**config.mk**
```make
export PLATFORM = sky130hd
export DESIGN_NAME = fifo_rr_scheduler
export DESIGN_NICKNAME = d
export VERILOG_FILES = /design/src/rtl/fifo_sched_pkg.sv /design/src/rtl/rr_arb4.sv /design/src/rtl/fifo_rr_scheduler.sv
export SDC_FILE = /design/constraint.sdc
export NUM_CORES = 1
export LEC_CHECK = 0
export BUFFER_PORTS_ARGS = -buffer_cell sky130_fd_sc_hd__buf_2
export CAP_MARGIN = 20
export CORE_MARGIN = 5
export CORE_UTILIZATION = 30
export CTS_BUF_LIST = sky130_fd_sc_hd__clkbuf_16
export CTS_CLUSTER_SIZE = 40
export DETAILED_ROUTE_END_ITERATION = 7
export GPL_TIMING_DRIVEN = 0
export PLACE_DENSITY = 0.62
export REMOVE_ABC_BUFFERS = 1
export SLEW_MARGIN = 20
export SYNTH_ARGS = -nofsm -noshare
export SYNTH_HDL_FRONTEND = slang
export SYNTH_SLANG_ARGS = --single-unit
```
**constraint.sdc**
```tcl
create_clock -name clk -period 2.3 [get_ports clk]
set_input_delay 0.115 -clock clk [delete_from_list [all_inputs] [get_ports clk]]
set_output_delay 0.115 -clock clk [all_outputs]
set_load 0.02 [all_outputs]
```
**src/rtl/fifo_sched_pkg.sv**
```systemverilog
// Shared types and constants for the 4-in / 4-out FIFO round-robin scheduler.
package fifo_sched_pkg;

  localparam int N_PORTS  = 4;
  localparam int DATA_W_DEF = 6;
  localparam int DEST_HI  = DATA_W_DEF - 1;
  localparam int DEST_LO  = DATA_W_DEF - 2;

  typedef enum logic [1:0] {
    ST_INIT   = 2'd0,
    ST_IDLE   = 2'd1,
    ST_ACTIVE = 2'd2,
    ST_ERROR  = 2'd3
  } sched_state_t;

  // A pop issued last cycle whose word arrives on in_data this cycle.
  typedef struct packed {
    logic       valid;
    logic [1:0] idx;
  } pend_t;

  function automatic logic [N_PORTS-1:0] onehot4(input logic [1:0] idx);
    logic [N_PORTS-1:0] r;
    r      = '0;
    r[idx] = 1'b1;
    return r;
  endfunction

endpackage

```
**src/rtl/rr_arb4.sv**
```systemverilog
// Combinational 4-way round-robin arbiter: searches ptr+1, ptr+2, ptr+3, ptr
// over the unmasked requests and returns a one-hot grant.
module rr_arb4 (
  input  logic [3:0] req,
  input  logic [3:0] mask,
  input  logic [1:0] ptr,
  input  logic       en,
  output logic [3:0] gnt,
  output logic [1:0] gnt_idx,
  output logic       valid
);

  logic [3:0] cand;
  logic [1:0] p;

  always_comb begin
    // NOTE: every output gets a default before any branch, so no path leaves one unassigned and no latch is inferred.
    cand    = req & ~mask;
    gnt     = '0;
    gnt_idx = '0;
    valid   = 1'b0;
    p       = '0;
    if (en) begin
      for (int k = 1; k <= 4; k++) begin
        p = ptr + 2'(k);
        if (!valid && cand[p]) begin
          valid   = 1'b1;
          gnt_idx = p;
          gnt     = 4'b0001 << p;
        end
      end
    end
  end

endmodule

```
**src/rtl/fifo_rr_scheduler.sv**
```systemverilog
// Round-robin scheduler popping 4 input FIFOs and routing each word to the
// output FIFO named by its destination field; thresholds loaded in INIT.
module fifo_rr_scheduler
  import fifo_sched_pkg::*;
#(
  parameter int DATA_W     = DATA_W_DEF,
  parameter int UMB_W      = 3,
  parameter int UMB_LL_DEF = 3,
  parameter int UMB_VA_DEF = 1
) (
  input  logic                  clk,
  input  logic                  reset,
  input  logic                  init,
  input  logic [UMB_W-1:0]      umbral_ll_cfg,
  input  logic [UMB_W-1:0]      umbral_va_cfg,
  input  logic [3:0]            in_empty,
  input  logic [4*DATA_W-1:0]   in_data,
  input  logic [3:0]            out_afull,
  input  logic [7:0]            fifo_err,
  output logic [3:0]            in_rd,
  output logic [3:0]            out_wr,
  output logic [DATA_W-1:0]     out_data,
  output logic [UMB_W-1:0]      umbral_lleno,
  output logic [UMB_W-1:0]      umbral_vacio,
  output logic [1:0]            state,
  output logic                  idle
);

  sched_state_t      state_q, state_d;
  logic [1:0]        ptr_q;
  pend_t             pend_q;
  logic [UMB_W-1:0]  ll_q, va_q;

  logic              any_err, any_req, arb_en, gnt_valid;
  logic [3:0]        gnt, mask;
  logic [1:0]        gnt_idx;
  logic [DATA_W-1:0] word;

  assign any_err = |fifo_err;
  assign any_req = ~&in_empty;
  // Grants stop on error, on a pending re-init, and on any output backpressure.
  assign arb_en  = (state_q == ST_ACTIVE) && !any_err && !init && !(|out_afull);
  // in_empty lags a pop by one cycle, so last cycle's port cannot be trusted yet.
  assign mask    = pend_q.valid ? onehot4(pend_q.idx) : 4'b0000;

  rr_arb4 u_arb (
    .req     (~in_empty),
    .mask    (mask),
    .ptr     (ptr_q),
    .en      (arb_en),
    .gnt     (gnt),
    .gnt_idx (gnt_idx),
    .valid   (gnt_valid)
  );

  assign in_rd    = gnt;
  assign word     = in_data[int'(pend_q.idx)*DATA_W +: DATA_W];
  assign out_data = pend_q.valid ? word : '0;
  assign out_wr   = pend_q.valid ? onehot4(word[DEST_HI:DEST_LO]) : 4'b0000;

  assign state        = state_q;
  assign idle         = (state_q == ST_IDLE);
  assign umbral_lleno = ll_q;
  assign umbral_vacio = va_q;

  always_comb begin
    state_d = state_q;
    case (state_q)
      ST_INIT:   if (!init) state_d = ST_IDLE;
      ST_IDLE: begin
        if (init)         state_d = ST_INIT;
        else if (any_err) state_d = ST_ERROR;
        else if (any_req) state_d = ST_ACTIVE;
      end
      ST_ACTIVE: begin
        if (any_err)                       state_d = ST_ERROR;
        else if (init) begin
          if (!pend_q.valid)               state_d = ST_INIT;
        end
        else if (!any_req && !pend_q.valid) state_d = ST_IDLE;
      end
      ST_ERROR:  if (init) state_d = ST_INIT;
      default:   state_d = ST_INIT;
    endcase
  end

  always_ff @(posedge clk or negedge reset) begin
    // NOTE: non-blocking assignments so every flop samples pre-edge values regardless of statement order.
    if (!reset) begin
      state_q <= ST_INIT;
      ptr_q   <= 2'd3;
      pend_q  <= '0;
      ll_q    <= UMB_W'(UMB_LL_DEF);
      va_q    <= UMB_W'(UMB_VA_DEF);
    end else begin
      state_q <= state_d;
      pend_q  <= '{valid: gnt_valid, idx: gnt_idx};
      if (gnt_valid) ptr_q <= gnt_idx;
      if (state_q == ST_INIT) begin
        ll_q <= umbral_ll_cfg;
        va_q <= umbral_va_cfg;
      end
    end
  end

endmodule
```
======== After elaboration in Yosys (flattened, before gate mapping) ========
Index checks and enable logic that the tools add are counted.
word-level totals
  register bits after elaboration ......... 13
  input port bits ......................... 49
  output and inout port bits .............. 23
  logic and storage cells ................. 98
operators by class
  add/subtract/negate cells ............... 3
  $mul .................................... 1
  magnitude comparators ................... 8
  equal/unequal tests ..................... 8
  shifts and indexed selects .............. 5
  mux-type cells .......................... 43
  bitwise logic cells ..................... 3
  reductions and logical operators ........ 21
operators with widths
  kind                   count
  $mux W2                14
  $mux W4                7
  $shiftx A24 B6 Y6      1
  $lt A2 B3 Y1 const B   6
  $shl A1 B2 Y4 const A  4
  $mux W1                14
  $logic_and A1 B1 Y1    9
  $bmux W1 S2            4
  $ne A4 B4 Y1 const B   2
  $not A4 Y4             2
  $pmux W2 S4            1
  $reduce_or A8 Y1       1
  $logic_not A1 Y1       7
  $mux W6                1
  $reduce_and A5 Y1      1
  $add A2 B2 Y2 const B  2
  $and A4 B4 Y4          1
  $demux W1 S2           2
  $eq A2 B2 Y1 const B   2
  $ge A2 B1 Y1 const B   2
  $mul A2 B2 Y4 const B  1
  $ne A2 B2 Y1 const B   2
  $ne A4 B3 Y1 const B   1
  $reduce_and A4 Y1      1
  4 further kinds        4

======== Longest topological paths before layout ========
  depth after elaboration ................. 23
  mapped depth ............................ 8
  mapped depth without buffers ............ 7

======== Hierarchy ========
A second synthesis with hierarchy kept.
second synthesis, totals
  cell total of the unflattened synthesis .. 133
  area, all modules ....................... 1341.3 µm²
modules (own cells, without submodules)
  module             instances  cells each  area each (µm²)  sequential area each (µm²)
  fifo_rr_scheduler  1          71          833.3            331.6
  rr_arb4            1          62          508.0            0.0

======== Worst setup path before layout ========
Ideal clock, no wire load.
  kind .................................... reg2out
  from .................................... register ptr_q[0]
  to ...................................... output port in_rd[0]
  data arrival time ....................... 2162 ps
  required time ........................... 2185 ps
  slack ................................... 23 ps
  cell stages (with the launch flop) ...... 8
  buffers on the path ..................... 1
  path through ............................ dfstp_2 > buf_6 > mux2_4 > a21o_1 > or3_1 > a21oi_2 > nand2_1 > a21oi_1
between the ends
  word-level cells in the longest chain between the ends .. 17
  elaborated cells between the ends (all ways) .. 32
  those cells by class .................... add/sub (3); shift (4); mux (19); reduce/logical (6)
ends and longest elaborated chain
  what                           line                     RTL
  start: declaration             fifo_rr_scheduler.sv:30  logic [1:0] ptr_q;
  start signal: assignment       fifo_rr_scheduler.sv:98  if (gnt_valid) ptr_q <= gnt_idx;
  $add A2 B1 Y2                  rr_arb4.sv:25            p = ptr + 2'(k);
  $bmux W1 S2                    rr_arb4.sv:26            if (!valid && cand[p]) begin
  $mux W1 (not written as such)  rr_arb4.sv:26
  $mux W1                        rr_arb4.sv:26
  $mux W1                        rr_arb4.sv:23            if (en) begin
  $logic_not A1 Y1               rr_arb4.sv:26
  $logic_and A1 B1 Y1            rr_arb4.sv:26
  $mux W1                        rr_arb4.sv:26
  $mux W1                        rr_arb4.sv:23
  $logic_not A1 Y1               rr_arb4.sv:26
  $logic_and A1 B1 Y1            rr_arb4.sv:26
  $mux W1                        rr_arb4.sv:26
  $mux W1                        rr_arb4.sv:23
  $logic_not A1 Y1               rr_arb4.sv:26
  $logic_and A1 B1 Y1            rr_arb4.sv:26
  $mux W4 *                      rr_arb4.sv:26
  $mux W4 *                      rr_arb4.sv:23
  end: declaration               fifo_rr_scheduler.sv:20  output logic [3:0] in_rd,
Every way passes the cells marked *; elsewhere a longest branch is shown, timed or not. The select of a mux whose other input is x is not followed.

======== Worst setup path in the final report ========
Ends and elaborated chain as after synthesis.

==> out/qor.csv <==
stage,metric,value,unit
status,run status,"finished, violations left",
status,failing checks,negative setup slack,
global_routing,Overflow after GRT,0,
power,worst vdd ir,0.440,mV
sta,Final period util,110,%
die,Starting Density,31.2,%
setup_path,max incr delay on CP,0.69,ns
clock_tree,CTS root buf,clkbuf_16,
die,Die Ht,77.5,um
flow_run,max cap viols,0,
die,# IOs,72,
place,gpl congestion,0.744,
synth,Post-synth ARST share,100,%
synth,post-synth top area cell,dfrtp_1,
die,# rows,24,
setup_path,crit end category,primary output,
synth,Synth cell types,50,
hold_path,HP Class,input pin to flop,
synth,largest cells by area after synthesis,"dfrtp_1 15%, mux4_2 9.9%, dfstp_2 9.6%, mux2i_1 5.9%, mux2_2 4.9%",
setup_path,worst path required time,2.18,ns
synth,Post-synth EDFFs,0,
global_routing,largest net degree at the start of global routing,16,
layout,layout cell share with drive strength beyond 1,63.9,%
sta,Rel. slew slack,59.8,%
drt,Residual DRC,0,
global_routing,GR Util met2,19.8,%
global_routing,initial antenna violation count,0,
global_routing,layer with the highest usage,met2,
layout,Final nets,262,
setup_path,Critical Path Start Type,flop,
setup_path,crit path cell chain,mux2_4 > a21o_1 > or3_1 > a21oi_2 > nand2_1 > a21oi_2 > buf_4,
synth,ys flop type,dfrtp_1,
sta,setup violators final,4,
drt,aggregate routed wire length,3.75,mm
synth,synth cell count leaders,"9 x inv_1, 8 x dfrtp_1, 8 x mux2i_1",
layout,P&R area growth vs syn,46.1,%
clock_tree,maximum clock path buffer count,2,
sta,fin crit period,2.53,ns
clock_tree,"Reg clk slew, reported paths",0.04,ns
clock_tree,CTS tree,done,
setup_path,Worst Path Arrival,2.41,ns
layout,Ant. Diodes,0,
setup_path,slowest CP cell,dfstp_4,
setup_path,worst-path maximum fanout,6,
power,PD cells,435,nW/um^2
drt,antenna-violating nets left,0,
global_routing,GRT Total Usage,12.2,%
sta,max-slew violations,0,
synth,Avg Inst Size Synth,10.7,um^2
layout,final core occ,45.5,%
sta,worst setup margin,-0.228,ns
drt,1st-iter DRT viols,51,
synth,Syn Inst Count,128,
drt,vias per inst,5.05,
sta,Worst-Margin Slew,0.601,ns
drt,Vias,1312,
place,pre-CTS setup slack,-0.166,ns
clock_tree,total CTS buffers,3,
global_routing,global-route met3 utilization,3.01,%
synth,most frequent cell after synthesis,inv_1,
die,floorplan die width,77.5,um
synth,mapped cell area,1370,um^2
setup_path,"most used cell, CP",a21oi_2,
synth,"FF+latch count, synth",13,
synth,sequential area share after synthesis,24.3,%
global_routing,met1 Use GR,16.7,%
sta,final hold violation count,0,
clock_tree,clock sink total,13,
sta,fmax,396,MHz
sta,Worst Skew,0.00152,ns
place,Buffers on Ports,71,
setup_path,Setup CP Type,flop to primary output,
global_routing,first-pass GRT wire length,6.21,mm
synth,Synthesis Warnings,0,
die,die area,6000,um^2
synth,share of the synthesized area in the top cell type,14.7,%
place,dpl hpwl,2.93,mm
die,Core ar.,4380,um^2
clock_tree,H-tree depth,1,
drt,First-pass DRT Iterations,4,
global_routing,number of global-route vias before repair,1281,
drt,routed len/inst,14.4,um
power,Pleak,0.916,nW
sta,RSZ-0062 raised after global routing,yes,
clock_tree,later-pin clock latency in the skew report,0.24,ns
kinds of logic (layout without fill, tap and decap cells):
group / after synthesis / after routing / share of synthesized area [%]
buf+inv: 13 / 93 / 4.76
compound gates: 30 / 30 / 20.6
fa+ha+maj: 4 / 4 / 3.66
simple gates: 40 / 40 / 17.1
mux: 24 / 24 / 25.6
xor+xnor: 4 / 4 / 3.94
flops: 13 / 13 / 24.3
critical path: cells and delay by family, from the launching register on:
kind                   cells  cell delay [ns]
AOI/OAI and AO/OA          3             0.53
and+or+nand+nor            2             0.44
DFF                        1             0.69
muxes                      1             0.34
buffers and inverters      1             0.16
worst paths after layout:
kind	startpoint	to	slack, ns	cells after the start
min in group asynchronous	reset	umbral_vacio[2]	0.31	2
setup / recovery	ptr_q[0]	in_rd[0]	-0.23	7
hold reg to reg	umbral_vacio[1]	umbral_vacio[1]	0.51	1
hold / removal	umbral_ll_cfg[2]	umbral_lleno[2]	0.11	2
max in group asynchronous	reset	umbral_vacio[0]	1.71	2
setup reg to reg	ptr_q[0]	pend_q[0]	0.17	8
flip-flops by register name (all words and copies together), names as in the netlist:
| register | cells |
|---|---|
| ptr_q | 2 |
| umbral_vacio | 3 |
| pend_q | 3 |
| umbral_lleno | 3 |
| state | 2 |
cells in the final DEF, fill, tap and decap left out, types with 5 or more instances in the layout:
cell type and n:
inv_1 7, dfrtp_1 5, nand2_1 6, and2_1 5
buf_4 9, mux4_2 6, buf_2 67, nor2_1 6
mux2i_1 7, mux2_2 6
repair_timing:
| item | in CTS | in global routing |
|---|---|---|
| pin swaps | 3 | 7 |
| gates resized for setup | 10 | 16 |
| endpoints found under the setup margin | 4 | 4 |
| endpoints found under the hold margin | 8 | 0 |
| setup buffers | 5 | 3 |
| hold buffers | 1 | 0 |
layout make-up:
cell class,count,area (um^2)
Tap cell,52,65.1
Multi-Input combinational cell,102,1020
Clock inverter,1,5.00
Sequential cell,13,339
Fill cell,430,2390
Timing Repair Buffer,80,450
Inverter,9,37.5
Clock buffer,3,75.1
power by group:
group          internal (mW)  switching (mW)  leakage [nW]  total (mW)
Combinational          0.122           0.127         0.729       0.249
Sequential             0.276          0.0227         0.147       0.298
Clock                  0.231          0.0904        0.0409       0.321
Total                  0.628           0.241         0.916       0.869
layer usage:
layer	vias up	routed length, um
li1	641	-
met1	622	1670
met2	49	1780
met3	0	300
met4	0	0
met5	-	0
metrics by stage:
| stage | hold slack [ns] | instances | area [um^2] | power, mW | setup TNS [ns] |
|---|---|---|---|---|---|
| after floorplan | -0.181 | 124 | 1340 | 0.443 | 0 |
| after global placement | 0.00994 | 247 | 1760 | 0.538 | -0.667 |
| after detailed placement | 0.0191 | 247 | 1760 | 0.544 | -0.600 |
| after CTS | 0.104 | 257 | 1910 | 0.876 | -0.749 |
| after global routing | 0.108 | 260 | 2000 | 0.920 | -1.36 |
| final | 0.109 | 260 | 2000 | 0.869 | -0.893 |
(Power assumes the default switching activity.)
